[config.mk]
export PLATFORM = sky130hd
export DESIGN_NAME = sync_cnt4
export DESIGN_NICKNAME = d
export VERILOG_FILES = /design/src/rtl/sync_cnt4.sv
export SDC_FILE = /design/constraint.sdc
export NUM_CORES = 1
export LEC_CHECK = 0
export BUFFER_PORTS_ARGS = -buffer_cell sky130_fd_sc_hd__clkbuf_2
export CORE_AREA = 8 8 45 47
export DETAILED_ROUTE_END_ITERATION = 10
export DIE_AREA = 0 0 53 55
export GPL_ROUTABILITY_DRIVEN = 0
export SYNTH_ARGS = -nofsm -noshare
export SYNTH_HDL_FRONTEND = slang
export SYNTH_SLANG_ARGS = --single-unit
[constraint.sdc]
create_clock -name Cp -period 2.1 [get_ports Cp]
set_input_delay 0.21 -clock Cp [delete_from_list [all_inputs] [get_ports Cp]]
set_output_delay 0.21 -clock Cp [all_outputs]
set_load 0.03 [all_outputs]
[src/rtl/sync_cnt4.sv]
// rtl/sync_cnt4.sv - synchronous presettable binary counter with ripple-carry out
//
// Purpose
//   A WIDTH-bit synchronous counter with clear, parallel load, dual count
//   enables (EP, ET) and a combinational ripple-carry output (RCO). Stages
//   cascade by driving the ET input of stage k+1 from the RCO of stage k,
//   with a shared clock and EP.
//
// Configuration
//   SYNC_CNT4_UPDN_EN : when defined, adds the Up port.
//                       Up=1 counts up, and RCO flags all-ones.
//                       Up=0 counts down, and RCO flags zero.
//                       When undefined, the counter only counts up.
//
// Ports
//   Cp    in   1      clock; all state changes on the rising edge
//   Rn    in   1      synchronous clear, active-low (highest priority)
//   Ld_n  in   1      synchronous parallel load, active-low
//   EP    in   1      count enable P (count only)
//   ET    in   1      count enable T (count and RCO gating / cascade input)
//   Up    in   1      count direction (SYNC_CNT4_UPDN_EN builds only)
//   D     in   WIDTH  parallel load data
//   Q     out  WIDTH  registered count value
//   RCO   out  1      ripple-carry out = ET & terminal count

module sync_cnt4 #(
    parameter int WIDTH = 4
) (
    input  logic             Cp,
    input  logic             Rn,
    input  logic             Ld_n,
    input  logic             EP,
    input  logic             ET,
`ifdef SYNC_CNT4_UPDN_EN
    input  logic             Up,
`endif
    input  logic [WIDTH-1:0] D,
    output logic [WIDTH-1:0] Q,
    output logic             RCO
);

    // One action per edge. Clear beats load, load beats count, and count beats hold.
    typedef enum logic [1:0] {
        ACT_HOLD  = 2'd0,
        ACT_COUNT = 2'd1,
        ACT_LOAD  = 2'd2,
        ACT_CLEAR = 2'd3
    } action_e;

    localparam logic [WIDTH-1:0] ONE = {{(WIDTH-1){1'b0}}, 1'b1};

    action_e          act;
    logic             up_w;
    logic             terminal_w;
    logic [WIDTH-1:0] step_w;
    logic [WIDTH-1:0] q_q;
    logic [WIDTH-1:0] q_d;

    // Direction is a constant 1 in the up-only build, so the down path folds away.
`ifdef SYNC_CNT4_UPDN_EN
    assign up_w = Up;
`else
    assign up_w = 1'b1;
`endif

    // Both directions wrap naturally modulo 2^WIDTH.
    assign step_w = up_w ? (q_q + ONE) : (q_q - ONE);

    // The terminal count is all-ones when counting up and zero when counting down.
    assign terminal_w = up_w ? (q_q == {WIDTH{1'b1}}) : (q_q == {WIDTH{1'b0}});

    always_comb begin
        act = ACT_HOLD;
        if (!Rn) begin
            act = ACT_CLEAR;
        end else if (!Ld_n) begin
            act = ACT_LOAD;
        end else if (EP && ET) begin
            act = ACT_COUNT;
        end
    end

    always_comb begin
        q_d = q_q;
        case (act)
            ACT_CLEAR: q_d = {WIDTH{1'b0}};
            ACT_LOAD:  q_d = D;
            ACT_COUNT: q_d = step_w;
            ACT_HOLD:  q_d = q_q;
            default:   q_d = q_q;
        endcase
    end

    // Rn is folded into q_d, so the clear is sampled only at the edge.
    always_ff @(posedge Cp) begin
        q_q <= q_d;
    end

    assign Q = q_q;

    // EP is deliberately absent from RCO. Only registered Q, ET and direction
    // drive it, so that a cascade's carry never glitches on EP.
    assign RCO = ET & terminal_w;

endmodule

==> flow_summary.ini, run 1 <==
[route]
post-route-drc-count = 0
wirelength_um = 597
drt_iter0_drc = 2
vias_per_cell = 4.00
avgRoutedWirePerCell_um = 11.1
antenna_violating_nets_post_route = 0
vias = 216
drt-pass1-iter-count = 2

[final_layout]
largest_register_ff_count = 4
fin_cells = 54
nets = 50
final_layout_size_suffix_gt1_share_pct = 47.4
filler_cell_count = 150
antennaDiodeCount = 0
areaGrowthSynthToFinish_pct = 46.7

[timing]
rsz0062_at_grt = no
setup-violations-final = 0
timing.final.hold_violations = 0
fin_hold_ws_ps = 254
worst_slack_ps = 582
setup_tns_ps = 0
max_slew_margin_pct = 85.7
achievable-frequency_mhz = 659
fin_crit_ps = 1520
worst_pin_slew_ps = 215
final-max-slew-violation-count = 0
clock-skew-final_ps = 1.34
final_min_period_over_clock_period_pct = 72.3

[floorplanning]
fp.dieH_um = 55
initial_utilization_pct = 16.6
io-pin-count = 14
coreArea_sq_mm = 0.00138
rows = 14
dieWidth_um = 53
design.die.area_sq_mm = 0.00292

[global_routing]
grt_max_degree = 5
global_route.overflow_total = 0
via_count_of_the_first_global_routing_pass = 241
antenna_violations_before_repair = 0
wire_length_of_the_first_global_routing_pass_um = 966
grt_use_total_pct = 4.98

[setup_path]
end_kind = primary output
ff2ff_path_depth = 3
timing.critical_path.from_type = flip-flop
worst-endpoint-required_ps = 1890
worst_ep_arrival_time_ps = 1310
setup.reg_to_reg.worst_slack_ps = 960
crit-reg2reg-launch = Q[0]
critical_path.reg2reg.endpoint = Q[2]
worst-setup-path-type = reg -> out
critical_path.max_fanout = 4

[clocking]
post_cts_resized = 0
cts.htree.levels = 1
tritoncts = built
clkSinkCount = 4
max-clock-path-buffers = 2
tritoncts.num_buffers = 3
ctsHoldBuffers = 0
cts.reportedPaths.clkPinSlew_ps = 40
cts_setup_buffers = 0
clock_insertion_delay_worst_skew_ps = 240
clock_tree.root_cell = sky130_fd_sc_hd__clkbuf_4

[yosys]
async_reset_ff_share_pct = 0
yosysSeqAreaShare_pct = 52.2
syn-num-nets = 32
yosys.cell_types.count = 12
yosys_register_bits = 4
ys.flop_type = sky130_fd_sc_hd__edfxtp_1
yosysMostFrequentCell = sky130_fd_sc_hd__nand2_1
gate_count_post_synth = 22
edff_count_synth = 4
yosys-top-cells-area = sky130_fd_sc_hd__edfxtp_1 52%, sky130_fd_sc_hd__nand2_1 8.2%, sky130_fd_sc_hd__o21ai_1 6.5%, sky130_fd_sc_hd__ha_1 5.4%, sky130_fd_sc_hd__and4_2 4.3%
synthTopCellsByCount = 5 x sky130_fd_sc_hd__nand2_1, 4 x sky130_fd_sc_hd__edfxtp_1, 3 x sky130_fd_sc_hd__o21ai_1, 2 x sky130_fd_sc_hd__nand3_1
syn-mean-instance-area_sq_um = 10.5
synth_top_cell_area_share_pct = 52.2
yosysTopAreaCell = sky130_fd_sc_hd__edfxtp_1
mappedNetlistArea_sq_um = 230
synth_warnings = 0

[worst_hold_path]
hp-start = D[3]
hold_path_end = Q[3]
holdCritPathClass = in -> reg
worstHoldPathCells = 3

[placed_design]
place_worst_setup_slack_ps = 817
place_hpwl_um = 515
io_buffers = 13
post-place-cells = 51

[pwr]
p_int_uw = 177
power.share.clock_pct = 39.5
power.sequential.fraction_pct = 42.0
power.ir.vdd_worst_v = 0.000222
switching_fraction_pct = 27.3
net_switching_power_of_the_design_uw = 66.4
power.share.combinational_pct = 18.5
static-leakage-power_uw = 0.000158
powerDensity_mw_per_mm2 = 720

[flow_run]
max-cap-violations = 0

[outcome]
result_of_the_run = completed
-- cells in the final DEF, fill, tap and decap left out --
cell                       count
sky130_fd_sc_hd__xnor2_1       1
sky130_fd_sc_hd__and4_2        1
sky130_fd_sc_hd__ha_1          1
sky130_fd_sc_hd__nand2_1       5
sky130_fd_sc_hd__o21ai_2       1
sky130_fd_sc_hd__clkbuf_2     13
sky130_fd_sc_hd__xor2_1        1
sky130_fd_sc_hd__inv_1         1
sky130_fd_sc_hd__and2b_1       1
sky130_fd_sc_hd__o21ai_1       3
sky130_fd_sc_hd__clkbuf_4      3
sky130_fd_sc_hd__nand4_1       1
sky130_fd_sc_hd__edfxtp_1      4
sky130_fd_sc_hd__nand3_1       2
-- critical path: stages, from the launching register on --
cell and delay (ps):
sky130_fd_sc_hd__edfxtp_1 420, sky130_fd_sc_hd__ha_1 240, sky130_fd_sc_hd__and4_2 230, sky130_fd_sc_hd__clkbuf_2 180
-- worst max-delay path by stage --
stage	startpoint	cells after the start	end	slack, ps
detailed placement	Q[0]	3	RCO	820
global route	Q[0]	3	RCO	510
floorplan	Q[0]	2	RCO	770
global placement	Q[0]	3	RCO	840
CTS	Q[0]	3	RCO	560
finish	Q[0]	3	RCO	580
-- cells by family (layout without fill, tap and decap cells) --
logic type | Yosys count | count (layout) | synth area share [%]
flip-flops | 4 | 4 | 52.2
buffers and inverters | 1 | 17 | 1.63
AO/OA/AOI/OAI | 4 | 4 | 10.3
adder cells (fa/ha/maj) | 1 | 1 | 5.43
AND/OR/NAND/NOR | 10 | 10 | 22.8
XOR/XNOR | 2 | 2 | 7.61
-- routing by layer --
layer	up-vias	share of wire, %	GRT usage [%]	routed length [um]
li1	112	-	-	-
met1	85	49	6.27	291
met2	16	31	4.10	184
met3	3	17	3.74	100
met4	0	3.5	6.47	21
met5	-	0	0	0
-- per-stage QoR --
step / area (sq um) / utilization [%] / power, uW
after floorplan: 230 / - / 130
after global placement: 315 / 22.8 / 150
after detailed placement: 315 / 22.8 / 149
after CTS: 338 / 24.4 / 247
after global routing: 338 / 24.4 / 259
final: 338 / 24.4 / 243
-- power by group through the flow --
stage	logic [uW]	clock network, uW	registers (uW)
final	44.9	96.1	102
after global routing	49.9	105	104
after CTS	45.9	98.2	103
after detailed placement	45.5	0	104
after global placement	46.3	0	103
after floorplan	13.8	0	116
-- area by class of cell --
class / count / area [sq um] / area share, %
Sequential cell: 4 / 120 / 35.6
Multi-Input combinational cell: 17 / 106 / 31.5
Timing Repair Buffer: 13 / 65.1 / 19.3
Clock buffer: 3 / 22.5 / 6.67
Tap cell: 16 / 20.0 / 5.93
Inverter: 1 / 3.75 / 1.11
Note: power is estimated with default switching activity, not from simulation.
==> run 2: changes to the inputs <==
clock period = 1.4 ns   (was 2.1 ns; I/O delays follow)
==> flow_summary.ini, run 2 (synthesized netlist as in run 1, its figures left out) <==
[route]
vias_per_cell = 3.96
vias = 222
antenna_violating_nets_post_route = 0
drt_iter0_drc = 2
post-route-drc-count = 0
wirelength_um = 598
drt-pass1-iter-count = 2
avgRoutedWirePerCell_um = 10.7

[timing]
fin_hold_ws_ps = 184
final_min_period_over_clock_period_pct = 96.2
final-max-slew-violation-count = 0
max_slew_margin_pct = 85.6
timing.final.hold_violations = 0
rsz0062_at_grt = no
achievable-frequency_mhz = 743
setup_tns_ps = 0
fin_crit_ps = 1350
setup-violations-final = 0
worst_slack_ps = 53.7
clock-skew-final_ps = 1.34
worst_pin_slew_ps = 215

[placed_design]
place_worst_setup_slack_ps = 187
io_buffers = 13
place_hpwl_um = 515

[floorplanning]
io-pin-count = 14
fp.dieH_um = 55
rows = 14
design.die.area_sq_mm = 0.00292
dieWidth_um = 53
initial_utilization_pct = 16.6
coreArea_sq_mm = 0.00138

[final_layout]
finalCoreUtilization_pct = 25.9
filler_cell_count = 149
final_common_cell = sky130_fd_sc_hd__clkbuf_2
sequential_cell_area_sq_um = 120
areaGrowthSynthToFinish_pct = 55.4
final_layout_size_suffix_gt1_share_pct = 52.5
largest_register_ff_count = 4
antennaDiodeCount = 0
multiInputGateArea_sq_um = 109
nets = 52
commonest_non_fill_non_tap_cells_in_the_layout = 12 x sky130_fd_sc_hd__clkbuf_2, 5 x sky130_fd_sc_hd__nand2_1, 4 x sky130_fd_sc_hd__edfxtp_1

[clocking]
cts.reportedPaths.clkPinSlew_ps = 40
max-clock-path-buffers = 2
clock_tree.root_cell = sky130_fd_sc_hd__clkbuf_4
tritoncts = built
tritoncts.num_buffers = 3
clock_insertion_delay_worst_skew_ps = 240
clkSinkCount = 4
cts.htree.levels = 1

[pwr]
p_int_uw = 271
power.sequential.fraction_pct = 40.6
net_switching_power_of_the_design_uw = 101
powerDensity_mw_per_mm2 = 1040
power.share.combinational_pct = 20.6
power.total_uw = 372
static-leakage-power_uw = 0.000167
power.share.clock_pct = 38.8
switching_fraction_pct = 27.1
power.ir.vdd_worst_v = 0.000333

[setup_path]
setup.reg_to_reg.worst_slack_ps = 270
critPathLaunch = Q[0]
worst-setup-path-type = reg -> out
critical_path.max_fanout = 2
cp-endpoint = RCO
critical_path.reg2reg.endpoint = Q[3]
crit-reg2reg-launch = Q[0]
timing.critical_path.from_type = flip-flop
worst_ep_arrival_time_ps = 1210
worst-endpoint-required_ps = 1260
ff2ff_path_depth = 4
end_kind = primary output

[global_routing]
grt_max_degree = 5
wire_length_of_the_first_global_routing_pass_um = 972
global_route.overflow_total = 0
grt_use_total_pct = 4.98
via_count_of_the_first_global_routing_pass = 248
antenna_violations_before_repair = 0

[outcome]
result_of_the_run = completed

[worst_hold_path]
holdCritPathClass = in -> reg

[flow_run]
max-cap-violations = 0
[run 2: changes by cell type in the layout (fill, tap and decap cells not counted), sizes merged]
cell    before  now
clkbuf      16   15
buf          0    3
[run 2: worst min path at each step]
stage	start	slack, ps	cells past startpoint	to
6_report	D[3]	180	3	Q[3]
3_5_place_dp	D[3]	430	3	Q[3]
4_1_cts	D[3]	180	3	Q[3]
3_3_place_gp	D[3]	430	3	Q[3]
2_1_floorplan	D[3]	330	2	Q[3]
5_1_grt	D[1]	210	3	Q[1]
[run 2: layout make-up]
cell class	count	area share (%)
Inverter	1	1.05
Clock buffer	3	6.29
Sequential cell	4	33.6
Tap cell	16	5.59
Timing Repair Buffer	15	23.1
Multi-Input combinational cell	17	30.4
[run 2: power by group through the flow]
stage / Clock [uW] / Sequential, uW / Combinational (uW)
final: 144 / 151 / 76.6
after global routing: 158 / 153 / 85.1
after CTS: 147 / 152 / 78.4
after detailed placement: 0 / 156 / 68.3
after global placement: 0 / 155 / 69.5
after floorplan: 0 / 174 / 20.7
[run 2: layer usage]
metal	share of wire [%]	routed length, um	global-route usage [%]
met2	31	187	4.30
met4	3.5	21	6.47
met5	0	0	0
met3	17	100	3.74
met1	48	289	6.12
[run 2: timing repair]
item / in CTS / in global routing
setup endpoints to repair: 1 / 1
resized for setup: 2 / 1
hold buffers: 0 / 0
buffers inserted: 2 / 0
cloned: 0 / 0
pin swaps: 0 / 0
[run 2: stage by stage]
step	std cells	instance area (sq um)
after floorplan	22	230
after detailed placement	51	315
final	56	358
after global routing	56	358
after CTS	56	358
after global placement	51	315
[run 2: critical path, cell delays in order, from the launching register on]
cell                       delay [ps]
sky130_fd_sc_hd__edfxtp_1         380
sky130_fd_sc_hd__ha_2             210
sky130_fd_sc_hd__and4_2           220
sky130_fd_sc_hd__buf_4            160
==> run 3: changes to the inputs <==
--- a/config.mk
+++ b/config.mk
@@ -11,4 +11,5 @@
 export DIE_AREA = 0 0 53 55
 export GPL_ROUTABILITY_DRIVEN = 0
+export RECOVER_POWER = 25
 export SYNTH_ARGS = -nofsm -noshare
 export SYNTH_HDL_FRONTEND = slang
==> constraint.sdc (replaced) <==
create_clock -name Cp -period 1.4 [get_ports Cp]
set_input_delay 0.14 -clock Cp [delete_from_list [all_inputs] [get_ports Cp]]
set_output_delay 0.14 -clock Cp [all_outputs]
set_load 0.02 [all_outputs]
==> flow_summary.ini, run 3 (synthesized netlist as in run 1, its figures left out) <==
[setup_path]
path_cells = ha_2 -> and4_2 -> clkbuf_2
worst-endpoint-required_ps = 1260
critical-path-slowest-cell = sky130_fd_sc_hd__edfxtp_1
end_kind = primary output
worst-setup-path-type = reg -> out
cp_num_buf_inv = 1
crit_family = flip-flops
max_stage_delay_ps = 380
critical_path.max_fanout = 2
timing.critical_path.from_type = flip-flop
worst_ep_arrival_time_ps = 1190

[timing]
worst_pin_slew_ps = 215
setup_tns_ps = 0
timing.final.hold_violations = 0
final_min_period_over_clock_period_pct = 95.3
achievable-frequency_mhz = 750
final-max-slew-violation-count = 0
worst_slack_ps = 66.2
fin_crit_ps = 1330
setup-violations-final = 0
max_slew_margin_pct = 85.7
rsz0062_at_grt = no
clock-skew-final_ps = 1.34

[pwr]
power.share.combinational_pct = 18.8
power.sequential.fraction_pct = 41.5
p_int_uw = 271
power.ir.vdd_worst_v = 0.000331
switching_fraction_pct = 25.6
power.share.clock_pct = 39.6
static-leakage-power_uw = 0.000163
powerDensity_mw_per_mm2 = 1030
net_switching_power_of_the_design_uw = 93.3

[route]
drt_iter0_drc = 2
avgRoutedWirePerCell_um = 10.7
vias = 223
vias_per_cell = 3.98
post-route-drc-count = 0
antenna_violating_nets_post_route = 0
wirelength_um = 598
drt-pass1-iter-count = 2

[placed_design]
place_worst_setup_slack_ps = 214
io_buffers = 13
post-place-cells = 51
place_hpwl_um = 515

[clocking]
ctsHoldBuffers = 0
clock_tree.root_cell = sky130_fd_sc_hd__clkbuf_4
cts.htree.levels = 1
max-clock-path-buffers = 2
tritoncts.num_buffers = 3
clkSinkCount = 4
clock_insertion_delay_worst_skew_ps = 240
cts.reportedPaths.clkPinSlew_ps = 40
tritoncts = built

[final_layout]
filler_cell_count = 150
sequential_cell_area_sq_um = 120
fin_cells = 56
finalCoreUtilization_pct = 25.6
commonest_non_fill_non_tap_cells_in_the_layout = 12 x sky130_fd_sc_hd__clkbuf_2, 5 x sky130_fd_sc_hd__nand2_1, 4 x sky130_fd_sc_hd__edfxtp_1, 3 x sky130_fd_sc_hd__o21ai_1, 3 x sky130_fd_sc_hd__clkbuf_4
multiInputGateArea_sq_um = 109
final_layout_size_suffix_gt1_share_pct = 50.0
nets = 52
final_common_cell = sky130_fd_sc_hd__clkbuf_2
largest_register_ff_count = 4
areaGrowthSynthToFinish_pct = 53.8
antennaDiodeCount = 0

[global_routing]
grt_util_met1_pct = 6.12
global_route.overflow_total = 0
grt_max_degree = 5
met3_track_demand_over_resource_in_global_routing_pct = 3.74
antenna_violations_before_repair = 0
grt.busiest_layer = met4
wire_length_of_the_first_global_routing_pass_um = 972
grt_use_total_pct = 4.98
via_count_of_the_first_global_routing_pass = 248
global_route.usage.met2_pct = 4.30

[floorplanning]
rows = 14
coreArea_sq_mm = 0.00138
dieWidth_um = 53
initial_utilization_pct = 16.6
io-pin-count = 14
design.die.area_sq_mm = 0.00292
fp.dieH_um = 55

[worst_hold_path]
holdCritPathClass = in -> reg

[flow_run]
max-cap-violations = 0

[outcome]
result_of_the_run = completed
run 3: timing repair:
| item | CTS | global route |
|---|---|---|
| setup buffers | 2 | 0 |
| gates resized for setup | 0 | 1 |
| hold endpoints to repair | 0 | 0 |
| endpoints found under the setup margin | 1 | 1 |
run 3: final timing paths:
check,to,slack (ps),start,depth (start not counted)
max reg2reg,Q[3],270,Q[0],4
min reg2reg,Q[3],670,Q[3],2
min,Q[3],180,D[3],3
max,RCO,70,Q[0],3
run 3: power by group through the flow:
stage,Sequential (uW),Combinational (uW),Clock [uW]
2_1_floorplan,167,20.7,0
6_report,151,68.6,144
3_3_place_gp,155,62.0,0
3_5_place_dp,156,60.8,0
5_1_grt,153,77.4,158
4_1_cts,152,70.5,147
run 3: layout make-up:
cell class | instances | area share (%)
clock buffer | 3 | 6.36
inverter | 1 | 1.06
multi-input combinational | 17 | 30.7
sequential | 4 | 33.9
tap | 16 | 5.65
timing repair buffer | 15 | 22.3
run 3: worst register-to-register path, stage by stage (launching register included):
cell	delay [ps]
sky130_fd_sc_hd__edfxtp_1	380
sky130_fd_sc_hd__buf_4	160
sky130_fd_sc_hd__nand3_1	80
sky130_fd_sc_hd__xor2_1	200
sky130_fd_sc_hd__o21ai_2	60
run 3: stage by stage:
step / instance area [sq um] / hold WS, ps / power [uW]
after floorplan: 230 / 328 / 187
after global placement: 315 / 426 / 217
after detailed placement: 315 / 426 / 216
after CTS: 353 / 184 / 370
after global routing: 354 / 207 / 388
final: 354 / 184 / 364
run 3: per-layer routing:
layer	vias to the layer above	wire [um]
li1	116	-
met1	88	290
met2	16	186
met3	3	100
met4	0	21
met5	-	0
